## src/rtl/serial_paralelo_rx_if.sv

```systemverilog
// Serial receive link bundle: bit stream in, aligned bytes out.
// master drives the serial line, slave is the receiver.
interface serial_paralelo_rx_if;
  logic       data_in;
  logic [7:0] data_out;
  logic       valid_out;
  logic       active;

  modport master (
    output data_in,
    input  data_out,
    input  valid_out,
    input  active
  );

  modport slave (
    input  data_in,
    output data_out,
    output valid_out,
    output active
  );
endinterface

```

## src/rtl/serial_paralelo_rx.sv

```systemverilog
// Serial-to-parallel receiver: MSB-first bits to bytes,
// byte alignment locked on a run of idle commas.
module serial_paralelo_rx #(
  parameter logic [7:0] COMMA      = 8'hBC,
  parameter int         LOCK_COUNT = 4
) (
  input  logic                 clk_32f,
  input  logic                 reset_L,
  serial_paralelo_rx_if.slave  bus
);

  typedef enum logic [1:0] {
    SEARCH,
    ALIGN,
    ACTIVE
  } state_t;

  state_t     state_q, state_d;
  logic [7:0] sr_q, sr_d;
  logic [2:0] bit_cnt_q, bit_cnt_d;
  logic [2:0] bc_cnt_q, bc_cnt_d;
  logic [7:0] data_q, data_d;
  logic       valid_q, valid_d;
  logic       active_q, active_d;

  logic [7:0] assembled;
  logic       is_comma;
  logic       byte_done;
  logic [3:0] bc_inc;

  assign assembled = {sr_q[6:0], bus.data_in};
  assign is_comma  = (assembled == COMMA);
  assign byte_done = (bit_cnt_q == 3'd7);
  assign bc_inc    = {1'b0, bc_cnt_q} + 4'd1;

  always_comb begin
    state_d   = state_q;
    sr_d      = assembled;
    bit_cnt_d = bit_cnt_q;
    bc_cnt_d  = bc_cnt_q;
    data_d    = data_q;
    valid_d   = valid_q;
    active_d  = active_q;
    unique case (state_q)
      SEARCH: begin
        // Sliding window: the comma edge becomes the byte boundary
        if (is_comma) begin
          state_d   = ALIGN;
          bc_cnt_d  = 3'd1;
          bit_cnt_d = 3'd0;
        end
      end
      ALIGN: begin
        bit_cnt_d = bit_cnt_q + 3'd1;
        if (byte_done) begin
          if (is_comma) begin
            bc_cnt_d = (bc_cnt_q == 3'd7) ? 3'd7 : bc_inc[2:0];
            if (int'(bc_inc) >= LOCK_COUNT) begin
              state_d  = ACTIVE;
              active_d = 1'b1;
              valid_d  = 1'b0;
            end
          end else begin
            state_d  = SEARCH;
            bc_cnt_d = 3'd0;
          end
        end
      end
      ACTIVE: begin
        bit_cnt_d = bit_cnt_q + 3'd1;
        if (byte_done) begin
          if (is_comma) begin
            valid_d = 1'b0;
          end else begin
            data_d  = assembled;
            valid_d = 1'b1;
          end
        end
      end
      default: state_d = SEARCH;
    endcase
  end

  always_ff @(posedge clk_32f) begin
    if (!reset_L) begin
      state_q   <= SEARCH;
      sr_q      <= 8'h00;
      bit_cnt_q <= 3'd0;
      bc_cnt_q  <= 3'd0;
      data_q    <= 8'h00;
      valid_q   <= 1'b0;
      active_q  <= 1'b0;
    end else begin
      state_q   <= state_d;
      sr_q      <= sr_d;
      bit_cnt_q <= bit_cnt_d;
      bc_cnt_q  <= bc_cnt_d;
      data_q    <= data_d;
      valid_q   <= valid_d;
      active_q  <= active_d;
    end
  end

  assign bus.data_out  = data_q;
  assign bus.valid_out = valid_q;
  assign bus.active    = active_q;

endmodule
```

## src/flat_wrapper.sv

```systemverilog
// flat-port wrapper written by rule: the top's interface ports become plain ports
module serial_paralelo_rx_flat 
#(
  parameter logic [7:0] COMMA      = 8'hBC,
  parameter int         LOCK_COUNT = 4
)
  (clk_32f, reset_L, bus_data_in, bus_data_out, bus_valid_out, bus_active);
  serial_paralelo_rx_if bus_i ();
  input  logic clk_32f;
  input  logic reset_L;
  input wire logic [$bits(bus_i.data_in)-1:0] bus_data_in;
  output wire logic [$bits(bus_i.data_out)-1:0] bus_data_out;
  output wire logic [$bits(bus_i.valid_out)-1:0] bus_valid_out;
  output wire logic [$bits(bus_i.active)-1:0] bus_active;
  assign bus_i.data_in = bus_data_in;
  assign bus_data_out = bus_i.data_out;
  assign bus_valid_out = bus_i.valid_out;
  assign bus_active = bus_i.active;
  serial_paralelo_rx #(.COMMA(COMMA), .LOCK_COUNT(LOCK_COUNT)) u_core (.clk_32f(clk_32f), .reset_L(reset_L), .bus(bus_i));
endmodule
```

## config.mk

```make
export PLATFORM = sky130hd
export DESIGN_NAME = serial_paralelo_rx_flat
export DESIGN_NICKNAME = d
export VERILOG_FILES = /design/src/rtl/serial_paralelo_rx_if.sv /design/src/rtl/serial_paralelo_rx.sv /design/src/flat_wrapper.sv
export SDC_FILE = /design/constraint.sdc
export NUM_CORES = 1
export LEC_CHECK = 0
export CORE_MARGIN = 5
export CORE_UTILIZATION = 51
export CTS_CLUSTER_DIAMETER = 120
export DETAILED_ROUTE_END_ITERATION = 8
export PLACE_DENSITY = 0.83
export SLEW_MARGIN = 5
export SYNTH_ARGS = -nofsm -noshare
export SYNTH_HDL_FRONTEND = slang
export SYNTH_SLANG_ARGS = --single-unit
```

## constraint.sdc

```tcl
create_clock -name clk_32f -period 1.9 [get_ports clk_32f]
set_clock_uncertainty 0.15 [all_clocks]
set_input_delay 0.38 -clock clk_32f [delete_from_list [all_inputs] [get_ports clk_32f]]
set_output_delay 0.38 -clock clk_32f [all_outputs]
set_load 0.02 [all_outputs]
```

# Word-level counts from Yosys, hierarchy flattened
# Cells that the tools add are included.
[classes]
n_mux = 18
addsub = 2
n_reduce_logical = 11
magnitude_cmp = 1
bitwise = 2
eq_ne = 11
[ops]
columns = ["cell", "n"]
rows = [
  ["$mux W3", 5],
  ["$pmux W3 S2", 2],
  ["$ne A2 B1 Y1 const B", 5],
  ["$eq A8 B8 Y1 const B", 1],
  ["$mux W2", 4],
  ["$reduce_and A4 Y1", 2],
  ["$eq A3 B3 Y1 const B", 2],
  ["$pmux W2 S3", 1],
  ["$reduce_and A3 Y1", 2],
  ["$reduce_bool A2 Y1", 3],
  ["$mux W1", 5],
  ["$reduce_and A5 Y1", 1],
  ["$add A3 B1 Y4 const B", 1],
  ["$ge A4 B3 Y1 const B", 1],
  ["$add A3 B1 Y3 const B", 1],
  ["$ne A3 B3 Y1 const B", 1],
  ["$eq A2 B1 Y1 const B", 1],
  ["$eq A2 B2 Y1 const B", 1],
  ["$logic_not A2 Y1", 1],
  ["$not A1 Y1", 2],
  ["$pmux W1 S2", 1],
  ["$reduce_and A2 Y1", 1],
  ["$reduce_or A2 Y1", 1],
]
[word_totals]
out_inout_bits = 10
input_bits = 3
word_cells = 52
reg_bits = 25

# Longest topological paths before layout
# Gate-level depths: netlist of run 1.
[depth]
ltp_word = 6
mapped_depth = 7
depth_no_buf = 7

# Worst setup path before layout of run 1
# Ideal clock, no wire load.
[synth_timing]
kind = "input -> register"
from = "input bus_data_in"
to = "register u_core.data_q[2], in the netlist u_core.bus.data_out[2]"
stages = 4
path_slack_ns = 0.139
arrival_time_ns = 1.483
setup_time_ns = 0.128
required_time_ns = 1.622
n_path_buf = 0
cell_sequence = "or4b_4 o211ai_4 mux2i_1 nor2_1"
[synth_via]
elab_chain_len = 3
[synth_rtl]
columns = ["element", "line", "text"]
rows = [
  ["start: declaration", "flat_wrapper.sv:11", "input wire logic [$bits(bus_i.data_in)-1:0] bus_data_in;"],
  ["$eq A8 B8 Y1", "serial_paralelo_rx.sv:32", "assign is_comma = (assembled == COMMA);"],
  ["$not A1 Y1 (no source line)", "n/a", ""],
  ["$reduce_and A3 Y1 (no source line)", "n/a", ""],
  ["end signal: assignment", "serial_paralelo_rx.sv:98", "data_q <= data_d;"],
  ["end: declaration", "serial_paralelo_rx.sv:22", "logic [7:0] data_q, data_d;"],
]
# No other way between the ends.
# A chain may end at the register's enable or synchronous reset.

# Worst setup path after layout of run 1
[layout_timing]
from = "register u_core.sr_q[5]"
to = "register u_core.state_q[1]"
[layout_via]
elab_chain_len = 4
elab_cells_between_ends = 7
cone_classes = "eq/ne (3); mux (3); reduce/logical (1)"
[layout_rtl]
columns = ["element", "line", "text"]
rows = [
  ["start: declaration", "serial_paralelo_rx.sv:19", "logic [7:0] sr_q, sr_d;"],
  ["start signal: assignment", "serial_paralelo_rx.sv:95", "sr_q <= sr_d;"],
  ["$eq A8 B8 Y1 *", "serial_paralelo_rx.sv:32", ""],
  ["$mux W2", "serial_paralelo_rx.sv:56", "if (is_comma) begin"],
  ["$mux W2", "serial_paralelo_rx.sv:55", "if (byte_done) begin"],
  ["$pmux W2 S3", "serial_paralelo_rx.sv:44", "unique case (state_q)"],
  ["end signal: assignment", "serial_paralelo_rx.sv:94", "state_q <= state_d;"],
  ["end: declaration", "serial_paralelo_rx.sv:18", "state_t state_q, state_d;"],
]
# Every way passes the cells marked *; elsewhere a longest branch is shown, timed or not. The select of a mux whose other input is x is not followed.

==> flow_metrics.env, run 1 <==
export IMPL_r2r_cells=4
export IMPL_num_fill_cells=160
export IMPL_min_to="u_core.sr_q[0]"
export IMPL_ys_types=34
export IMPL_utilization_pct=66.76
export IMPL_min_period_ns=1.870
export IMPL_first_pass_iters=4
export IMPL_h_tree_depth=1
export IMPL_rrSetupSlack_ns=0.03
export IMPL_yosys_area_top_type_share_pct=43.53
export IMPL_rsz0062_at_grt="yes"
export IMPL_overflow=0
export IMPL_clockBufferDepth=2
export IMPL_numCtsBuffers=3
export IMPL_syn_area_sq_um=1150
export IMPL_synthTopCellsByArea="dfxtp_1 (44%), ha_1 (9.8%), mux2i_1 (6.1%)"
export IMPL_p_per_area_nw_per_um2=542.5
export IMPL_grt_max_degree=14
export IMPL_num_rows=17
export IMPL_final_layout_size_suffix_gt1_share_pct=20.98
export IMPL_port_buffers=12
export IMPL_initial_core_util_pct=52.48
export IMPL_routed_via_density=5.637
export IMPL_drv_slew=0
export IMPL_yosysMostFrequentCell="dfxtp_1"
export IMPL_clock_sinks=25
export IMPL_insertedDiodeCount=0
export IMPL_core_area_sq_um=2191
export IMPL_slowest_delay_ns=0.59
export IMPL_grt_usage_pct=16.14
export IMPL_timing_rr_end="u_core.state_q[1]"
export IMPL_place_area_sq_um=1376
export IMPL_path_clk_slew_ns=0.13
export IMPL_critical_path_cell_chain="or4b_4 -> o21ai_4 -> a31oi_2 -> a311oi_2"
export IMPL_routed_wl_mm=2.629
export IMPL_insertion_delay_ns=0.32
export IMPL_worstSetupPathType="register to register"
export IMPL_crit_slowest_cell="or4b_4"
export IMPL_wire_per_inst_microns=15.37
export IMPL_end_kind="register"
export IMPL_drc_errors=0
export IMPL_worst_pin_slew_ns=0.3374
export IMPL_r2r_start="u_core.sr_q[5]"
export IMPL_finalHoldViolations=0
export IMPL_synth_top_cell_by_area="dfxtp_1"
export IMPL_min_path_type="primary input to register"
export IMPL_synthToLayoutAreaGrowth_pct=27.20
export IMPL_synth_commonest_cells="dfxtp_1 (25), nand2_1 (10), nor2_1 (10)"
export IMPL_fmax_mhz=534.8
export IMPL_hold_depth=3
export IMPL_die_w_microns=57.48
export IMPL_synth_warnings=0
export IMPL_synth_flop_cell="dfxtp_1"
export IMPL_vias=964
export IMPL_cts_tree="done"
export IMPL_status="complete, no violations"
export IMPL_cp_data_required_time_ns=1.99
export IMPL_io_pins=13
export IMPL_finalCritPeriodShare_pct=98.41
export IMPL_place_hpwl_mm=1.823
export IMPL_final_area_sq_um=1463
export IMPL_relSlewSlack_pct=77.15
export IMPL_grt_pass1_wl_mm=4.250
export IMPL_die_y_microns=57.48
export IMPL_critPathArrivalTime_ns=1.96
export IMPL_syn_nets=127
export IMPL_final_nets=156
export IMPL_worstHoldStart="bus_data_in"
export IMPL_start_kind="register"
export IMPL_antenna_found_initial=0
export IMPL_cts_root_buffer="clkbuf_4"
export IMPL_ctsHoldBuffers=0
export IMPL_p_leak_nw=0.6319
export IMPL_async_reset_ff_share_pct=0
export IMPL_antenna_left=0
export IMPL_peakVddDrop_mv=0.6753
export IMPL_syn_avg_cell_area_sq_um=9.999
export IMPL_postSynthCellCount=115
export IMPL_holdWs_ns=0.2981
export IMPL_grt_pass1_vias=943
export IMPL_die_area_sq_um=3304
export IMPL_synth_edf_count=0
export IMPL_drt_iter0_drc=30
export IMPL_gp_congestion=0.9496
export IMPL_setup_violations=0
export IMPL_cap_viol_max_count=0
export IMPL_yosysSeqAreaShare_pct=43.53
export IMPL_ys_seq_elements=25
export IMPL_crit_fanout=5
worst max-delay path by stage:
stage | startpoint | cells past startpoint | to | slack (ns)
finish | u_core.sr_q[5] | 4 | u_core.state_q[1] | 0.03
detailed placement | bus_data_in | 5 | u_core.bus.data_out[7] | -0.39
CTS | bus_data_in | 6 | u_core.bus.data_out[7] | 0.01
floorplan | bus_data_in | 4 | u_core.bus.data_out[2] | 0.14
global placement | bus_data_in | 5 | u_core.bus.data_out[4] | -0.32
global route | u_core.sr_q[5] | 4 | u_core.state_q[1] | -0.04
kinds of logic after synthesis:
family	after synthesis	share of synthesized area, %
multiplexers	7	6.094
AO/OA/AOI/OAI	23	17.08
flip-flops	25	43.53
AND/OR/NAND/NOR	41	20.24
buffers and inverters	10	3.265
adder cells (fa/ha/maj)	9	9.793
cell type report:
cell class | count | area, sq um | area share (%)
inverters | 7 | 26.28 | 1.796
multi-input cells | 80 | 630.6 | 43.11
repair buffers | 27 | 240.2 | 16.42
well taps | 28 | 35.03 | 2.395
clock buffers | 4 | 26.28 | 1.796
flip-flops and latches | 25 | 504.2 | 34.47
per-layer routing:
layer | global-route usage, % | share of wire, % | vias up
met5 | 0 | 0 | -
met4 | 7.616 | 2.8 | 0
met3 | 2.715 | 3.2 | 6
met2 | 27.26 | 51 | 22
met1 | 19.75 | 43 | 463
li1 | - | - | 473
stage by stage:
step / cells / power, mW / setup TNS, ns / worst slack [ns]
after floorplan: 115 / 0.5515 / 0 / 0.1391
after global placement: 163 / 0.5665 / -4.694 / -0.3220
after detailed placement: 163 / 0.5675 / -5.568 / -0.3870
after CTS: 170 / 0.7918 / 0 / 0.01262
after global routing: 171 / 0.8324 / -0.06682 / -0.03883
final: 171 / 0.7934 / 0 / 0.03012
sequential cells by signal (all words and copies together) (netlist names):
register              flops
u_core.bc_cnt_q           3
u_core.bit_cnt_q          3
u_core.bus.active         1
u_core.bus.data_out       8
u_core.bus.valid_out      1
u_core.sr_q               7
u_core.state_q            2
what timing repair did:
item	CTS	global route
gates resized for setup	1	8
buffers inserted	3	1
pin swaps	3	4
setup endpoints to repair	6	10
power breakdown:
group	internal [mW]	switching, mW
Clock	0.0824	0.155
Sequential	0.526	0.00391
Combinational	0.0120	0.0139
worst max-delay path, delay by kind of cell, from the launching register on:
| family | cells | cell delay [ns] |
|---|---|---|
| AOI/OAI and AO/OA | 3 | 0.67 |
| DFF | 1 | 0.38 |
| and+or+nand+nor | 1 | 0.59 |
cell usage in the layout, fill, tap and decap left out, types with 2 or more instances in the layout:
cell type	synthesis	routed
nor2_1	10	10
nand2_1	10	10
dfxtp_1	25	24
dlymetal6s2s_1	0	3
ha_1	9	9
a32oi_1	2	2
and2_1	7	7
a21oi_1	5	5
clkbuf_4	0	3
buf_4	0	15
clkdlybuf4s50_1	0	9
mux2i_1	7	7
nand3_1	4	4
a31oi_1	4	3
inv_1	7	7
Note: power is estimated with default switching activity, not from simulation.
==> run 2, diff against run 1 <==
- CTS_CLUSTER_DIAMETER: 120 -> not set
==> results of run 2 <==
Same layout as run 1: the final DEF is identical, and so are final timing and power.
==> patch (settings of run 2) <==
`data_q` no longer has a reset.
--- a/src/rtl/serial_paralelo_rx.sv
+++ b/src/rtl/serial_paralelo_rx.sv
@@ -88,5 +88,4 @@
       bit_cnt_q <= 3'd0;
       bc_cnt_q  <= 3'd0;
-      data_q    <= 8'h00;
       valid_q   <= 1'b0;
       active_q  <= 1'b0;
@@ -96,8 +95,11 @@
       bit_cnt_q <= bit_cnt_d;
       bc_cnt_q  <= bc_cnt_d;
-      data_q    <= data_d;
       valid_q   <= valid_d;
       active_q  <= active_d;
     end
+  end
+
+  always_ff @(posedge clk_32f) begin
+    data_q <= data_d;
   end
 
Check against the original RTL: no difference found for any inputs over 10 cycles, from zero or initial values and one cycle with reset_L low; that may be too few to reach the edited logic, so the function may still have changed.
==> patch against run 2 <==
  * Area after synthesis fell by 5.8%
  * Critical path type is now reg2out
  * Worst setup slack improved by 0.045 ns
  * Design area fell by 6.4%
  * Final cell count fell by 13%
  * Total power rose by 1.1%
  * Wire length fell by 18%
  * Global-route usage fell by 1.6 points
  * Sequential cell count did not move
==> patch: results (changes against run 2) <==
stage	metric	value	unit	change
run_status	outcome	complete, no violations		unchanged
power_and_ir_drop	Int Power	0.638	mW	was 0.621 mW
logic_synthesis	Area contributors post-synth	dfxtp_1 (31%), edfxtp_1 (22%), ha_1 (10%), and2_1 (3.5%), a21oi_1 (3.2%)		was dfxtp_1 (44%), ha_1 (9.8%), mux2i_1 (6.1%), and2_1 (3.8%), nand2_1 (3.3%)
logic_synthesis	Avg Cell Area, Syn	10.9	um^2	was 10.0 um^2
routing	routed vias	872		was 964
power_and_ir_drop	Seq power	0.554	mW	was 0.530 mW
routing	router iterations before antenna repair	5		was 4
worst_hold_path	hold depth	2		was 3
routing	mean number of vias per cell	5.85		was 5.64
placement	post-DP HPWL	1690	um	was 1820 um
setup_path	crit path max-delay cell type	clkdlybuf4s50_1		was or4b_4
setup_path	Reg2Reg Launch Point	u_core.bc_cnt_q[0]		was u_core.sr_q[5]
setup_path	Critical Path AT	1.29	ns	was 1.96 ns
clock_tree	TritonCTS Buffers	3		unchanged
grt	vias in the first global route	863		was 943
placement	RePlAce Congestion	0.770		was 0.950
routing	DRT iter0 DRCs	25		was 30
logic_synthesis	syn nets	111		was 127
cells_and_area	share of cells above drive strength 1	23.0	%	was 21.0%
routing	WL per Instance	14.5	um	was 15.4 um
logic_synthesis	Unique masters post-synth	31		was 34
worst_hold_path	hold path startpoint	u_core.bus.valid_out		was bus_data_in
placement	Placed Area	1290	um^2	was 1380 um^2
grt	total track usage	14.6	%	was 16.1%
setup_path	slowest stage delay, CP	0.61	ns	was 0.59 ns
grt	global-route wire length before repair	3600	um	was 4250 um
placement	pre-CTS setup slack	-0.236	ns	was -0.387 ns
power_and_ir_drop	Peak supply drop	481	uV	was 675 uV
logic_synthesis	Post-synth top cells	dfxtp_1 (17), ha_1 (9), inv_1 (9)		was dfxtp_1 (25), nand2_1 (10), nor2_1 (10)
clock_tree	clock transition at the registers of the reported paths	0.13	ns	about the same
timing	final hold slack	0.327	ns	was 0.298 ns
logic_synthesis	sequential share of the synthesized area	53.6	%	was 43.5%
power_and_ir_drop	Comb group	0.0166	mW	was 0.0259 mW
setup_path	Reg2Reg Depth	7		was 4
power_and_ir_drop	Lkg Pwr	0.509	nW	was 0.632 nW
setup_path	Crit Path Max Fanout	2		was 5
grt	largest net degree at the start of global routing	15		was 14
setup_path	worst reg-to-reg setup slack	0.10	ns	was 0.03 ns
worst_hold_path	Hold Path Class	reg2reg		was in2reg
-- patch: area by class of cell --
| type | instances | area (um^2) |
|---|---|---|
| clock inverters | 1 | 5.00 |
| inverters | 9 | 33.8 |
| well taps | 27 | 33.8 |
| flip-flops and latches | 25 | 587 |
| clock buffers | 3 | 22.5 |
| fillers | 157 | 633 |
| multi-input cells | 63 | 499 |
| repair buffers | 21 | 188 |
-- patch: per-layer routing --
| layer | GRT usage (%) | vias to the layer above | wire length, um |
|---|---|---|---|
| li1 | - | 409 | - |
| met1 | 15.8 | 429 | 889 |
| met2 | 26.7 | 30 | 1150 |
| met3 | 2.55 | 4 | 82 |
| met4 | 7.46 | 0 | 42 |
| met5 | 0 | - | 0 |
-- patch: worst max path at each step --
stage | from | to | cells past startpoint
2_1_floorplan | u_core.state_q[1] | u_core.bc_cnt_q[2] | 6
3_3_place_gp | bus_data_in | u_core.bc_cnt_q[2] | 5
3_5_place_dp | bus_data_in | u_core.bc_cnt_q[2] | 5
4_1_cts | u_core.bc_cnt_q[1] | u_core.state_q[0] | 7
5_1_grt | bus_data_in | u_core.bc_cnt_q[2] | 5
6_report | u_core.bus.active | bus_active | 1
-- patch: repair_timing --
item / in CTS / in global routing
pin swaps: 0 / 2
buffers inserted: 0 / 1
gates resized for setup: 1 / 13
setup endpoints to repair: 1 / 2
endpoints found under the hold margin: 0 / 0
-- patch: logic make-up (layout without fill, tap and decap cells) --
family	count (synthesis)	after routing	share of synthesized area [%]
adder cells (fa/ha/maj)	9	9	10.4
flip-flops	25	25	53.6
AO/OA/AOI/OAI	26	26	15.5
multiplexers	2	2	1.85
buffers and inverters	11	34	3.93
AND/OR/NAND/NOR	26	26	14.8
